[config.mk]
export PLATFORM = sky130hd
export DESIGN_NAME = uvmt_apb_st_slv_mem
export DESIGN_NICKNAME = d
export VERILOG_FILES = /design/src/rtl/uvmt_apb_st_slv_mem.sv
export SDC_FILE = /design/constraint.sdc
export NUM_CORES = 1
export LEC_CHECK = 0
export ABC_CLOCK_PERIOD_IN_PS = 2900
export BUFFER_PORTS_ARGS = -buffer_cell sky130_fd_sc_hd__buf_2
export CAP_MARGIN = 0
export CELL_PAD_IN_SITES_DETAIL_PLACEMENT = 2
export CELL_PAD_IN_SITES_GLOBAL_PLACEMENT = 2
export CORE_UTILIZATION = 44
export DETAILED_ROUTE_END_ITERATION = 16
export PLACE_DENSITY_LB_ADDON = 0.1
export SETUP_SLACK_MARGIN = 0.4
export SLEW_MARGIN = 10
export SYNTH_ARGS = -nofsm -noshare
export SYNTH_HDL_FRONTEND = slang
export SYNTH_SLANG_ARGS = --single-unit
[constraint.sdc]
create_clock -name clk -period 2.9 [get_ports clk]
set_input_delay 0.58 -clock clk [delete_from_list [all_inputs] [get_ports clk]]
set_output_delay 0.58 -clock clk [all_outputs]
set_load 0.03 [all_outputs]
[src/rtl/uvmt_apb_st_slv_mem.sv]
// ---------------------------------------------------------------------------
// uvmt_apb_st_slv_mem
// APB completer memory model used as the reference responder in the APB VIP
// self-test. Word-addressed storage with a fixed number of wait states and
// PSLVERR on out-of-range or misaligned accesses.
//
// Optional feature macro: UVMT_APB_ST_SLV_MEM_PSTRB_EN
//   defined   : writes honour pstrb byte lanes; reads with pstrb != 0 error.
//   undefined : pstrb is ignored, writes update the full word.
//
// Ports:
//   clk       in   sole clock, rising edge
//   reset     in   synchronous active-high reset
//   psel      in   APB select
//   penable   in   APB enable (access phase)
//   pwrite    in   1 = write, 0 = read
//   paddr     in   byte address [ADDR_WIDTH]
//   pwdata    in   write data [DATA_WIDTH]
//   pstrb     in   byte strobes [DATA_WIDTH/8]
//   pprot     in   protection attributes, ignored
//   prdata    out  read data, valid on read completion
//   pready    out  high only in the completion cycle
//   pslverr   out  error, valid with pready
//   xfer_cnt  out  completed transfer count, wraps
//   err_cnt   out  completed errored transfer count, wraps
// ---------------------------------------------------------------------------
module uvmt_apb_st_slv_mem #(
  parameter int unsigned           ADDR_WIDTH  = 32,
  parameter int unsigned           DATA_WIDTH  = 32,
  parameter int unsigned           NUM_WORDS   = 16,
  parameter logic [ADDR_WIDTH-1:0] BASE_ADDR   = '0,
  parameter int unsigned           WAIT_STATES = 0
) (
  input  logic                    clk,
  input  logic                    reset,
  input  logic                    psel,
  input  logic                    penable,
  input  logic                    pwrite,
  input  logic [ADDR_WIDTH-1:0]   paddr,
  input  logic [DATA_WIDTH-1:0]   pwdata,
  input  logic [DATA_WIDTH/8-1:0] pstrb,
  input  logic [2:0]              pprot,
  output logic [DATA_WIDTH-1:0]   prdata,
  output logic                    pready,
  output logic                    pslverr,
  output logic [15:0]             xfer_cnt,
  output logic [15:0]             err_cnt
);

  localparam int unsigned BYTES = DATA_WIDTH / 8;
  localparam int unsigned LSB   = $clog2(BYTES);
  localparam int unsigned IDX_W = $clog2(NUM_WORDS);
  localparam int unsigned CNT_W = 4;
  // One extra bit so BASE_ADDR + size cannot overflow at the top of the map.
  localparam logic [ADDR_WIDTH:0] LIMIT =
    (ADDR_WIDTH+1)'(BASE_ADDR) + (ADDR_WIDTH+1)'(NUM_WORDS * BYTES);

  typedef enum logic {
    S_IDLE   = 1'b0,
    S_ACCESS = 1'b1
  } state_t;

  state_t                  r_state;
  state_t                  w_state_nxt;
  logic [CNT_W-1:0]        r_cnt;
  logic [CNT_W-1:0]        w_cnt_nxt;
  logic                    w_setup;
  logic                    w_complete;

  logic                    r_write;
  logic                    r_err;
  logic [IDX_W-1:0]        r_idx;
  logic [DATA_WIDTH-1:0]   r_wdata;
  logic [DATA_WIDTH-1:0]   r_mem [NUM_WORDS];
  logic [15:0]             r_xfer_cnt;
  logic [15:0]             r_err_cnt;

  logic [ADDR_WIDTH-1:0]   w_off;
  logic [ADDR_WIDTH-1:0]   w_off_sh;
  logic                    w_below;
  logic                    w_above;
  logic                    w_misalign;
  logic                    w_err;
  logic [IDX_W-1:0]        w_idx;
  logic                    w_unused;

  // Address decode for the setup phase.
  assign w_off      = paddr - BASE_ADDR;
  assign w_off_sh   = w_off >> LSB;
  assign w_idx      = w_off_sh[IDX_W-1:0];
  assign w_below    = (paddr < BASE_ADDR);
  assign w_above    = ({1'b0, paddr} >= LIMIT);
  assign w_misalign = ((paddr & ADDR_WIDTH'(BYTES - 1)) != '0);

`ifdef UVMT_APB_ST_SLV_MEM_PSTRB_EN
  logic [BYTES-1:0] r_strb;

  assign w_err    = w_below | w_above | w_misalign | (!pwrite && (pstrb != '0));
  assign w_unused = ^{pprot, w_off_sh};

  always_ff @(posedge clk) begin
    if (reset) begin
      r_strb <= '0;
    end else if (w_setup) begin
      r_strb <= pstrb;
    end
  end
`else
  assign w_err    = w_below | w_above | w_misalign;
  assign w_unused = ^{pprot, pstrb, w_off_sh};
`endif

  // FSM state and wait counter.
  always_ff @(posedge clk) begin
    if (reset) begin
      r_state <= S_IDLE;
      r_cnt   <= '0;
    end else begin
      r_state <= w_state_nxt;
      r_cnt   <= w_cnt_nxt;
    end
  end

  // Next state; penable without a prior setup is ignored in IDLE.
  always_comb begin
    w_state_nxt = r_state;
    w_cnt_nxt   = r_cnt;
    w_setup     = 1'b0;
    w_complete  = 1'b0;
    case (r_state)
      S_IDLE: begin
        if (psel && !penable) begin
          w_state_nxt = S_ACCESS;
          w_cnt_nxt   = CNT_W'(WAIT_STATES);
          w_setup     = 1'b1;
        end
      end
      S_ACCESS: begin
        if (!psel) begin
          w_state_nxt = S_IDLE;
        end else if (penable) begin
          if (r_cnt != '0) begin
            w_cnt_nxt = r_cnt - CNT_W'(1);
          end else begin
            w_complete  = 1'b1;
            w_state_nxt = S_IDLE;
          end
        end
      end
      default: w_state_nxt = S_IDLE;
    endcase
  end

  assign pready   = w_complete;
  assign pslverr  = w_complete & r_err;
  assign prdata   = (w_complete && !r_write && !r_err) ? r_mem[r_idx] : '0;
  assign xfer_cnt = r_xfer_cnt;
  assign err_cnt  = r_err_cnt;

  // Transfer attributes captured on the setup edge.
  always_ff @(posedge clk) begin
    if (reset) begin
      r_write <= 1'b0;
      r_err   <= 1'b0;
      r_idx   <= '0;
      r_wdata <= '0;
    end else if (w_setup) begin
      r_write <= pwrite;
      r_err   <= w_err;
      r_idx   <= w_idx;
      r_wdata <= pwdata;
    end
  end

  // Storage; writes commit only on an error-free completion edge.
  always_ff @(posedge clk) begin
    if (reset) begin
      for (int i = 0; i < int'(NUM_WORDS); i++) begin
        r_mem[i] <= '0;
      end
    end else if (w_complete && r_write && !r_err) begin
`ifdef UVMT_APB_ST_SLV_MEM_PSTRB_EN
      for (int k = 0; k < int'(BYTES); k++) begin
        if (r_strb[k]) begin
          r_mem[r_idx][k*8 +: 8] <= r_wdata[k*8 +: 8];
        end
      end
`else
      r_mem[r_idx] <= r_wdata;
`endif
    end
  end

  // Completion and error counters, free-running wrap.
  always_ff @(posedge clk) begin
    if (reset) begin
      r_xfer_cnt <= '0;
      r_err_cnt  <= '0;
    end else if (w_complete) begin
      r_xfer_cnt <= r_xfer_cnt + 16'd1;
      if (r_err) begin
        r_err_cnt <= r_err_cnt + 16'd1;
      end
    end
  end

endmodule

# [Yosys cells after proc, flatten, opt, wreduce, memory -nomap -nowiden]
# Memories as Yosys holds them, arrays and structs flattened. A register that Yosys moved wholly into a read port is not among the register bits.
# Index checks and enable logic that the tools add are counted.
[totals] regBits=75 ram_bits=512 inputBits=76 elab_cells=61 memories=1
[op_classes] add_sub_neg=3 order_cmp=2 n_eq_ne=4 n_mux=26 n_bitwise=4 reduce_logical=13
[memory_table] memory="r_mem" words=16 width=32 rd=1 rd_ports_with_merged_regs=1 wr=16 line="74" source="logic [DATA_WIDTH-1:0] r_mem [NUM_WORDS];"
[ops] operator="$mux 32" count=2
[ops] operator="$add 16x1->16 const B" count=2
[ops] operator="$ge 32x7->1 const B" count=1
[ops] operator="$lt 32x1->1 const B" count=1
[ops] operator="$reduce_bool 32->1" count=1
[ops] operator="$reduce_or 32->1" count=1
[ops] operator="$mux 4" count=7
[ops] operator="$mux 1" count=15
[ops] operator="$pmux 4 s2" count=1
[ops] operator="$ne 2x2->1 const B" count=3
[ops] operator="$logic_and 1x1->1" count=5
[ops] operator="$reduce_and 4->1" count=1
[ops] operator="$reduce_bool 4->1" count=1
[ops] operator="$sub 4x1->4 const B" count=1
[ops] operator="$logic_not 1->1" count=3
[ops] operator="$ne 2x1->1 const B" count=1
[ops] operator="$or 1x1->1" count=2
[ops] operator="$pmux 1 s2" count=1
[ops] operator="$reduce_and 2->1" count=1
[ops] operator="$and 1x1->1" count=1
[ops] operator="$not 1->1" count=1

# [Logic depth before layout (Yosys ltp)]
[depth] depth_word=12 depth_mapped=9 depth_no_buf=7

# [Worst setup path before layout]
# No wires, ideal clock.
[synth_path] kind="register -> output" startpoint="register r_cnt[0]" endpoint="output port prdata[0]" arrival_time_ns=2.576 slack_ns=-0.256 path_stages_with_launch=10 n_path_buf=3 path_cell_list="dfxtp_1 > inv_1 > ha_1 > or3b_1 > buf_2 > nor2_1 > and3_1 > clkbuf_1 > buf_1 > a221o_1"
[synth_via] elab_chain_cells=8
[synth_rtl] item="start, declared" line="65" source="logic [CNT_W-1:0] r_cnt;"
[synth_rtl] item="start signal, assigned" line="120" source="r_cnt <= w_cnt_nxt;"
[synth_rtl] item="$reduce_bool 4->1" line="142" source="if (r_cnt != '0) begin"
[synth_rtl] item="$mux 1" line="142"
[synth_rtl] item="$mux 1" line="141" source="end else if (penable) begin"
[synth_rtl] item="$mux 1" line="139" source="if (!psel) begin"
[synth_rtl] item="$mux 1" line="130" source="case (r_state)"
[synth_rtl] item="net pready" line="44" source="output logic pready,"
[synth_rtl] item="$logic_and 1x1->1 (2 in a row)" line="156" source="assign prdata = (w_complete && !r_write && !r_err) ? r_mem[r_idx] : '0;"
[synth_rtl] item="$mux 32" line="156"
[synth_rtl] item="end, declared" line="43" source="output logic [DATA_WIDTH-1:0] prdata,"
# The timed path passes the listed nets, and every way through them passes these cells.

==> results.tsv <==
stage	metric	value	unit
synthesis	yosysTopAreaCellShare	58.44	%
power	power.density	614.9	nW/um^2
power	power.switching	4.410	mW
synthesis	synth_top_area_cell	edfxtp_1	
routing	ant_nets	0	
setup_path	worstPathRequired	2.32	ns
finish	finalInstanceArea	31910	um^2
floorplanning	num_rows	89	
timing	rsz0062_at_grt	true	
setup_path	r2r_end	r_mem[8][7]	
finish	drive_gt1_share	29.94	%
synthesis	ys_types	44	
global_route	grtUsageTotal	30.18	%
setup_path	crit_type	flip-flop to output pin	
power	p_total	19.62	mW
power	p_clk_share	45.2	%
setup_path	ff2ff_setup_slack	0.43	ns
routing	drtIter0Drc	1109	
routing	wl_per_cell	31.44	um
global_route	antenna_found_initial	3	
clocking	clk_latency	0.61	ns
timing	hold_violations	0	
routing	viasPerCell	5.858	
synthesis	yosysWarnings	0	
power	power_leakage	11.67	nW
global_route	grt_pass1_wl	130400	um
clocking	cts_sinks	591	
timing	fin_skew	0.03056	ns
clocking	clk_path_buf_depth	3	
power	p_int	15.21	mW
clocking	ctsRootBufferMaster	clkbuf_16	
synthesis	netlist_instances	1819	
routing	wirelength	89160	um
setup_path	critPathSlowestCell	mux4_2	
power	ir_drop	0.3772	mV
synthesis	seq_area_frac_synth	64.45	%
status	violations	setup timing	
global_route	overflow	0	
setup_path	cp_common_cell	buf_12	
floorplanning	start_util	44.58	%
routing	drc	0	
setup_path	critPathMaxFanout	8	
timing	max_freq	300.5	MHz
power	p_sw_share	22.47	%
timing	fin_ws	-0.4282	ns
place	dp.cells	2661	
setup_path	critical_path_depth	7	
setup_path	rr_worst_depth	9	
global_route	grt_max_degree	68	
worst_hold_path	hold_class	primary input to flip-flop	
synthesis	synth.area.top_cells	edfxtp_1 (58%), and2_1 (12%), mux4_2 (11%)	
place	dp_slack	-0.01388	ns
synthesis	synth_area	26310	um^2
timing	relSlewSlack	38.74	%
floorplanning	die_w	246.5	um
synthesis	syn_area_per_cell	14.46	um^2
synthesis	syn_nets	1898	
setup_path	cp.buffers_inverters	4	
synthesis	synthArstFlopShare	0	%
finish	fin_nets	2087	
finish	areaGrowthSynthToFinish	21.29	%
clocking	cts_tree	yes	
setup_path	start_kind	flip-flop	
power	combPwrFrac	5.6	%
place	io_buffers	134	
place	dp_hpwl	47940	um
clocking	cts_buffers	68	
routing	via_count	16610	
setup_path	cp_data_arrival_time	2.75	ns
power	seqPwrFrac	49.2	%
worst_hold_path	holdPathStages	3	
finish	fin_cells	2836	
timing	drv_slew	0	
clocking	h-tree-depth	3	
synthesis	ys_ff_latch	591	
timing	fin_tns_setup	-10.91	ns
status	status	finished with violations	
setup_path	slowest_delay	0.51	ns
setup_path	end_kind	output pin	
timing	period_needed	3.328	ns
floorplanning	pin_count	142	
floorplanning	die_area	60780	um^2
place	place_congestion	0.7579	
place	post_dp_cell_area	28470	um^2
synthesis	ys.flop_type	edfxtp_1	
timing	period_share	114.8	%
routing	firstDrtPassIters	5	
setup_path	r2r-start	r_cnt[1]	
synthesis	synth-edff-count	512	
clocking	ctsHoldBuffers	0	
timing	setup_violations	32	
worst_hold_path	min_to	r_wdata[31]	
setup_path	critical_path.top_delay_family	multiplexers	
timing	tightest_slew	0.9190	ns
clocking	clk_pin_slew_worst_paths	0.06	ns
synthesis	ys_top_cells_by_count	and2_1 (512), edfxtp_1 (512), clkbuf_1 (127)	
flow_run	cap_viol_max_count	0	
floorplanning	coreArea	59020	um^2
floorplanning	die_h	246.5	um
worst_hold_path	min-delay-start	pwdata[31]	
setup_path	path_cells	buf_12, buf_12, buf_16, mux4_2, mux2_4, a221o_2, buf_6	
global_route	first_global_vias	18720	
[metal layers]
metal / part of all wire [%] / wire (um) / global-route usage, %
met1: 39 / 34660 / 36.74
met5: 0 / 0 / 0
met3: 5.2 / 4622 / 4.804
met2: 53 / 46910 / 53.70
met4: 3.3 / 2969 / 11.20
[worst register-to-register path: stages (launching register included)]
cell and delay [ns]:
dfxtp_2 0.33, inv_2 0.06, ha_4 0.13, nor3b_4 0.20
buf_6 0.15, buf_4 0.12, nand4b_1 0.33, nor2_2 0.26
buf_4 0.48, and2_1 0.28
[worst max path at each step]
| stage | from | end | slack, ns |
|---|---|---|---|
| final | flip-flop | prdata[6] | -0.43 |
| after global routing | flip-flop | prdata[6] | -0.47 |
| after CTS | flip-flop | prdata[29] | -0.43 |
| after detailed placement | penable | prdata[9] | -0.01 |
| after global placement | psel | prdata[9] | 0.04 |
| after floorplan | r_cnt[1] | prdata[10] | 0.40 |
[area by class of cell]
| type | count | area, um^2 |
|---|---|---|
| Fill cell | 5335 | 27110 |
| Sequential cell | 591 | 16970 |
| Multi-Input combinational cell | 1072 | 9050 |
| Timing Repair Buffer | 267 | 2638 |
| Clock buffer | 92 | 1949 |
| Tap cell | 773 | 967.2 |
| Clock inverter | 31 | 299.0 |
| Inverter | 8 | 32.53 |
| Antenna cell | 2 | 5.005 |
[power groups by stage]
stage | combinational [mW] | clock (mW) | sequential, mW
after floorplan | 0.575 | 0 | 9.71
after global placement | 0.928 | 0 | 9.79
after detailed placement | 0.954 | 0 | 9.82
after CTS | 1.10 | 8.95 | 9.65
after global routing | 1.15 | 9.30 | 9.68
final | 1.10 | 8.86 | 9.66
[state kept, by name, indices dropped and copies added, names as in the netlist, named ones only]
name / cells
err_cnt: 16
r_wdata: 32
r_state: 1
r_idx: 4
r_mem: 512
r_cnt: 4
r_write: 1
r_err: 1
xfer_cnt: 16
[cell usage in the layout, fill, tap and decap left out, types with 5 or more instances in the layout]
cell type | Yosys | final
a21oi_1 | 52 | 51
clkinv_1 | 0 | 10
o31ai_1 | 6 | 6
and2_1 | 512 | 512
or2_2 | 17 | 16
nor2_2 | 0 | 14
mux4_2 | 126 | 126
inv_1 | 8 | 5
xnor2_1 | 12 | 12
xor2_1 | 5 | 5
buf_4 | 0 | 72
nor4_1 | 15 | 14
or4_1 | 6 | 6
dfxtp_1 | 79 | 74
mux2i_1 | 5 | 5
nand2_1 | 89 | 88
nor3_1 | 7 | 7
bufinv_16 | 0 | 6
a221o_2 | 0 | 30
buf_6 | 0 | 40
buf_12 | 0 | 32
nand3_1 | 18 | 16
buf_16 | 0 | 14
or3_1 | 7 | 6
edfxtp_1 | 512 | 512
nor2_1 | 45 | 27
clkbuf_16 | 0 | 74
clkbuf_1 | 127 | 15
buf_2 | 10 | 105
mux2_4 | 0 | 21
nand4_1 | 10 | 10
clkinv_2 | 0 | 13
nor2b_1 | 37 | 35
o21ai_0 | 6 | 6
mux2_2 | 36 | 15
[timing repair]
action,CTS,global route
resized for setup,121,10
pin swaps,30,8
hold endpoints to repair,0,0
setup buffers,33,6
setup endpoints to repair,141,86
gates cloned,11,0
[per-stage QoR]
step | util [%] | hold WS (ns)
after detailed placement | 48.24 | 0.4768
after CTS | 53.92 | 0.1918
after global placement | 48.24 | 0.4564
final | 54.07 | 0.2178
after floorplan | - | 0.4620
after global routing | 54.06 | 0.2145
[logic make-up after synthesis]
logic type / synth area share [%]
simple gates: 17.45
flops: 64.45
mux: 12.52
buf+inv: 2.278
compound gates: 2.601
xor+xnor: 0.5659
fa+ha+maj: 0.1427
Power figures use the tool's default switching activity.
